### src/rtl/bmp_frame_ctrl.sv
// BMP frame export sequencer: runs the header writer, then streams padded pixel rows into memory.
// Optional feature macro: BMP_BOTTOM_UP_EN (bottom-up row ordering when defined).
module bmp_frame_ctrl #(
    parameter int HDR_BYTES = 54,
    parameter int ADDR_W    = 24
) (
    input  logic              clk,
    input  logic              rst,
    input  logic              start,
    input  logic [10:0]       xMin,
    input  logic [10:0]       xMax,
    input  logic [10:0]       yMin,
    input  logic [10:0]       yMax,
    output logic              done,
    output logic              busy,
    output logic              err,
    output logic              hdr_start,
    input  logic              hdr_done,
    input  logic [ADDR_W-1:0] hdr_addr,
    input  logic              hdr_wren,
    input  logic [15:0]       hdr_wrdata,
    input  logic              pix_valid,
    output logic              pix_ready,
    input  logic [7:0]        pix_data,
    output logic [ADDR_W-1:0] addr,
    output logic              wren,
    output logic [15:0]       wrdata
);

    localparam logic [2:0] S_IDLE      = 3'd0;
    localparam logic [2:0] S_HDR_START = 3'd1;
    localparam logic [2:0] S_HDR_WAIT  = 3'd2;
    localparam logic [2:0] S_PIX       = 3'd3;
    localparam logic [2:0] S_PAD       = 3'd4;
    localparam logic [2:0] S_ROW_END   = 3'd5;
    localparam logic [2:0] S_DONE      = 3'd6;

    logic [2:0]        state;
    logic [10:0]       x_min_q, x_max_q, y_min_q, y_max_q;
    logic [11:0]       row;
    logic [13:0]       col;
    logic              err_q;

    logic [11:0]       w, h, row_idx;
    logic [13:0]       rb, stride;
    logic [1:0]        pad;
    logic [ADDR_W-1:0] row_base, cur_addr;
    logic              bad_bounds;

    // Row geometry derives from the latched window; col runs across data and pad bytes alike.
    always_comb begin
        w        = {1'b0, x_max_q - x_min_q} + 12'd1;
        h        = {1'b0, y_max_q - y_min_q} + 12'd1;
        rb       = 14'(w) * 14'd3;
        pad      = 2'd0 - rb[1:0];
        stride   = rb + {12'd0, pad};
`ifdef BMP_BOTTOM_UP_EN
        row_idx  = h - 12'd1 - row;
`else
        row_idx  = row;
`endif
        row_base = ADDR_W'(HDR_BYTES) + ADDR_W'(row_idx) * ADDR_W'(stride);
        cur_addr = row_base + ADDR_W'(col);
    end

    assign bad_bounds = (xMax < xMin) || (yMax < yMin);

    always_ff @(posedge clk or posedge rst) begin
        if (rst) begin
            state   <= S_IDLE;
            x_min_q <= '0;
            x_max_q <= '0;
            y_min_q <= '0;
            y_max_q <= '0;
            row     <= '0;
            col     <= '0;
            err_q   <= 1'b0;
        end else begin
            case (state)
                S_IDLE, S_DONE: begin
                    if (start) begin
                        x_min_q <= xMin;
                        x_max_q <= xMax;
                        y_min_q <= yMin;
                        y_max_q <= yMax;
                        if (bad_bounds) begin
                            err_q <= 1'b1;
                            state <= S_DONE;
                        end else begin
                            err_q <= 1'b0;
                            row   <= '0;
                            col   <= '0;
                            state <= S_HDR_START;
                        end
                    end
                end
                S_HDR_START: state <= S_HDR_WAIT;
                S_HDR_WAIT: begin
                    if (hdr_done) state <= S_PIX;
                end
                S_PIX: begin
                    if (pix_valid) begin
                        col <= col + 14'd1;
                        if (col == rb - 14'd1) state <= (pad != 2'd0) ? S_PAD : S_ROW_END;
                    end
                end
                S_PAD: begin
                    col <= col + 14'd1;
                    if (col == stride - 14'd1) state <= S_ROW_END;
                end
                S_ROW_END: begin
                    col <= '0;
                    row <= row + 12'd1;
                    state <= (row + 12'd1 == h) ? S_DONE : S_PIX;
                end
                default: state <= S_IDLE;
            endcase
        end
    end

    // The header writer owns the memory port only while we wait on it.
    always_comb begin
        addr   = '0;
        wren   = 1'b0;
        wrdata = '0;
        case (state)
            S_HDR_WAIT: begin
                addr   = hdr_addr;
                wren   = hdr_wren;
                wrdata = hdr_wrdata;
            end
            S_PIX: begin
                addr   = cur_addr;
                wren   = pix_valid;
                wrdata = {8'h00, pix_data};
            end
            S_PAD: begin
                addr   = cur_addr;
                wren   = 1'b1;
            end
            default: ;
        endcase
    end

    assign done      = (state == S_DONE);
    assign busy      = (state != S_IDLE) && (state != S_DONE);
    assign err       = err_q;
    assign hdr_start = (state == S_HDR_START);
    assign pix_ready = (state == S_PIX);

endmodule

### config.mk
export PLATFORM = sky130hd
export DESIGN_NAME = bmp_frame_ctrl
export DESIGN_NICKNAME = d
export VERILOG_FILES = /design/src/rtl/bmp_frame_ctrl.sv
export SDC_FILE = /design/constraint.sdc
export NUM_CORES = 1
export LEC_CHECK = 0
export BUFFER_PORTS_ARGS = -buffer_cell sky130_fd_sc_hd__buf_2
export CAP_MARGIN = 20
export CORE_MARGIN = 5
export CORE_UTILIZATION = 56
export CTS_CLUSTER_DIAMETER = 30
export DETAILED_ROUTE_END_ITERATION = 8
export PLACE_DENSITY = 0.83
export SLEW_MARGIN = 20
export SYNTH_ARGS = -nofsm -noshare
export SYNTH_HDL_FRONTEND = slang
export SYNTH_SLANG_ARGS = --single-unit
export TNS_END_PERCENT = 20
### constraint.sdc
create_clock -name clk -period 9.8 [get_ports clk]
set_input_delay 0.98 -clock clk [delete_from_list [all_inputs] [get_ports clk]]
set_output_delay 0.98 -clock clk [all_outputs]
set_load 0.01 [all_outputs]
==> metrics <==
status=finished with violations; violations in the final reports=negative setup slack; final hold vios=0; Reg2Reg Setup Slack=3440 ps; ratio of cells with drive above 1 in the final layout=27.6%; post-synthesis sequential area ratio=13.9%; commonest cells after routing, fill and taps aside=inv_1 (222), nand2_1 (181), buf_4 (180); Simple-Gate Fraction of Synth Area=17.5%; Remaining DRCs=0; final setup skew=12.6 ps; largest net degree at the start of global routing=75; Hold Crit Class=flip-flop to flip-flop; Compound-Gate Fraction of Synth Area=15.9%; commonest non-fill, non-tap cell in the layout=inv_1; Clock Pin Slew Worst Setup and Hold Paths=70 ps; total grt overflow=0; Overall Global Routing Usage=26.6%; crit path capture=addr[22]; Longest Clk Path Bufs=2; total CTS buffers=9; critical path startpoint=x_max_q[0]; Fillers=1,641; gp weighted congestion=0.900; cell mode on critical path=fa_1; full die area=27,000 um^2; WHS Path Cells=1; Synth Warn #=0; core area=23,500 um^2; fin crit period=10,590 ps; port bufs=143; initial drt markers=972; Post-synth EDFFs=0; Final period util=108%; Detail Route Antenna Nets=0; Fin Hold WS=513 ps; Wirelength per Cell=16.8 um; clock sinks=74; Row Count=56; Initial Util=56.7%; H-tree depth=3; RSZ-0062 raised after global routing=true; worst slew pin tran=887 ps; Worst Hold Launch=err; Clock Latency Late Sink=360 ps; worst-path maximum fanout=5; Fmax achieved=0.0944 GHz; Synth Area in XOR/XNOR=8.71%; Die Y=164 um; Avg Cell Area, Syn=8.28 um^2; reg-to-reg critical path startpoint=x_max_q[0]; relative slew slack=40.4%; via count=12,600; Worst setup SP type=flip-flop; max-slew violation count=0; adder-cell area share of the yosys netlist=31.9%; Final Setup Violations=10; fin worst setup slack=-792 ps; initial antenna violation count=1; TritonRoute pass-1 iters=6; Primary FF master, synth=dfrtp_1; multiplexer share of the synthesized area=3.25%; multi-input logic area=11,200 um^2; main combinational cell family by area after synthesis=adder cells; slowest stage delay, CP=540 ps; hold buffers post-CTS=0; FF+latch count, synth=74; Setup crit end kind=output port; critical path type=flip-flop to output port; Reg area=1850 um^2; Antenna diodes=0; io pins=144; Worst EP arrival=9610 ps; Syn Inst Count=1,609; post-synthesis cell type count=85; Async SR Flop Fraction=100%; clock root cell=clkbuf_16; WL final=37,000 um; TritonCTS clock tree=built; Die X=164 um; pre-CTS setup slack=-479 ps; Final nets=2,247; dpl hpwl=27,800 um; CP max-delay cell=fa_1; RR Endpoint=state[2]; Mapped Area=13,300 um^2; required time of the critical path=8820 ps; maxcap violations=0; R2R depth=26; Syn-to-layout area delta=26.2%; vias in the first global route=13,100; first-pass GRT wire length=59,600 um; DR vias/cell=5.72
==> kinds of logic after synthesis <==
logic type,count (synthesis)
buf+inv,306
compound gates,316
other cells,2
flops,74
xor+xnor,127
simple gates,480
fa+ha+maj,265
mux,39
==> cell usage after synthesis, drive strengths merged (12+ instances only) <==
| library cell | instances | area (um^2) |
|---|---|---|
| ha | 141 | 1760 |
| xnor2 | 79 | 718 |
| o21ai | 82 | 414 |
| or2 | 12 | 75.1 |
| mux2 | 28 | 323 |
| a22o | 14 | 123 |
| nand2 | 184 | 691 |
| dfrtp | 74 | 1850 |
| nor2 | 76 | 293 |
| a21oi | 67 | 339 |
| and2 | 69 | 434 |
| and3 | 15 | 93.8 |
| xor2 | 47 | 419 |
| nor3 | 28 | 156 |
| nand3 | 35 | 175 |
| clkbuf | 68 | 256 |
| fa | 124 | 2480 |
| a31oi | 24 | 150 |
| or3 | 13 | 86.3 |
| inv | 228 | 856 |
| a21o | 28 | 218 |
==> final cells by class <==
type,instances,share of cell area (%)
clock buffers,9,1.34
inverters,228,5.09
flip-flops and latches,74,11.0
clock inverters,7,0.462
multi-input cells,1242,66.8
well taps,319,2.38
repair buffers,329,13.0
==> per-layer routing <==
metal  share of wire (%)  track usage, %  vias up
met5               0.035               0        -
met4                 2.7            6.56        2
met3                 7.4            3.59      100
met2                  51            49.0      562
met1                  39            32.8     6073
li1                    -               -     5886
==> what timing repair did <==
item	in CTS	in global routing
buffers inserted	4	15
endpoints found under the setup margin	11	13
pin swaps	9	68
cloned	1	0
resized for setup	16	83
==> critical path, delay by kind of cell (launching register included) <==
kind | cells | cell delay (ps)
flops | 1 | 380
compound gates | 8 | 1310
buf+inv | 5 | 360
simple gates | 9 | 1990
xor+xnor | 5 | 1030
fa+ha+maj | 10 | 3810
mux | 1 | 350
==> registers in the layout, summed over array words and instances (netlist names) <==
register / count
col: 14
err: 1
row: 12
state: 3
x_max_q: 11
x_min_q: 11
y_max_q: 11
y_min_q: 11
==> worst min-delay path by stage <==
stage                      end  slack [ps]
floorplan           x_max_q[6]         480
global placement    y_max_q[4]         490
detailed placement         err         500
CTS                        err         510
global route        y_max_q[5]         520
finish                     err         510
==> through the flow <==
step	instances	setup TNS (ps)	utilization, %	cell area (um^2)
2_1_floorplan	1621	-131	-	13700
3_3_place_gp	2171	-584	66.9	15700
3_5_place_dp	2171	-1930	66.9	15700
4_1_cts	2192	-5050	68.9	16200
5_1_grt	2208	-8990	71.6	16800
6_report	2208	-5170	71.6	16800
Power is left out: the tool's default activity adds up to more than one toggle a clock period on the data nets, which glitch-free logic cannot reach.
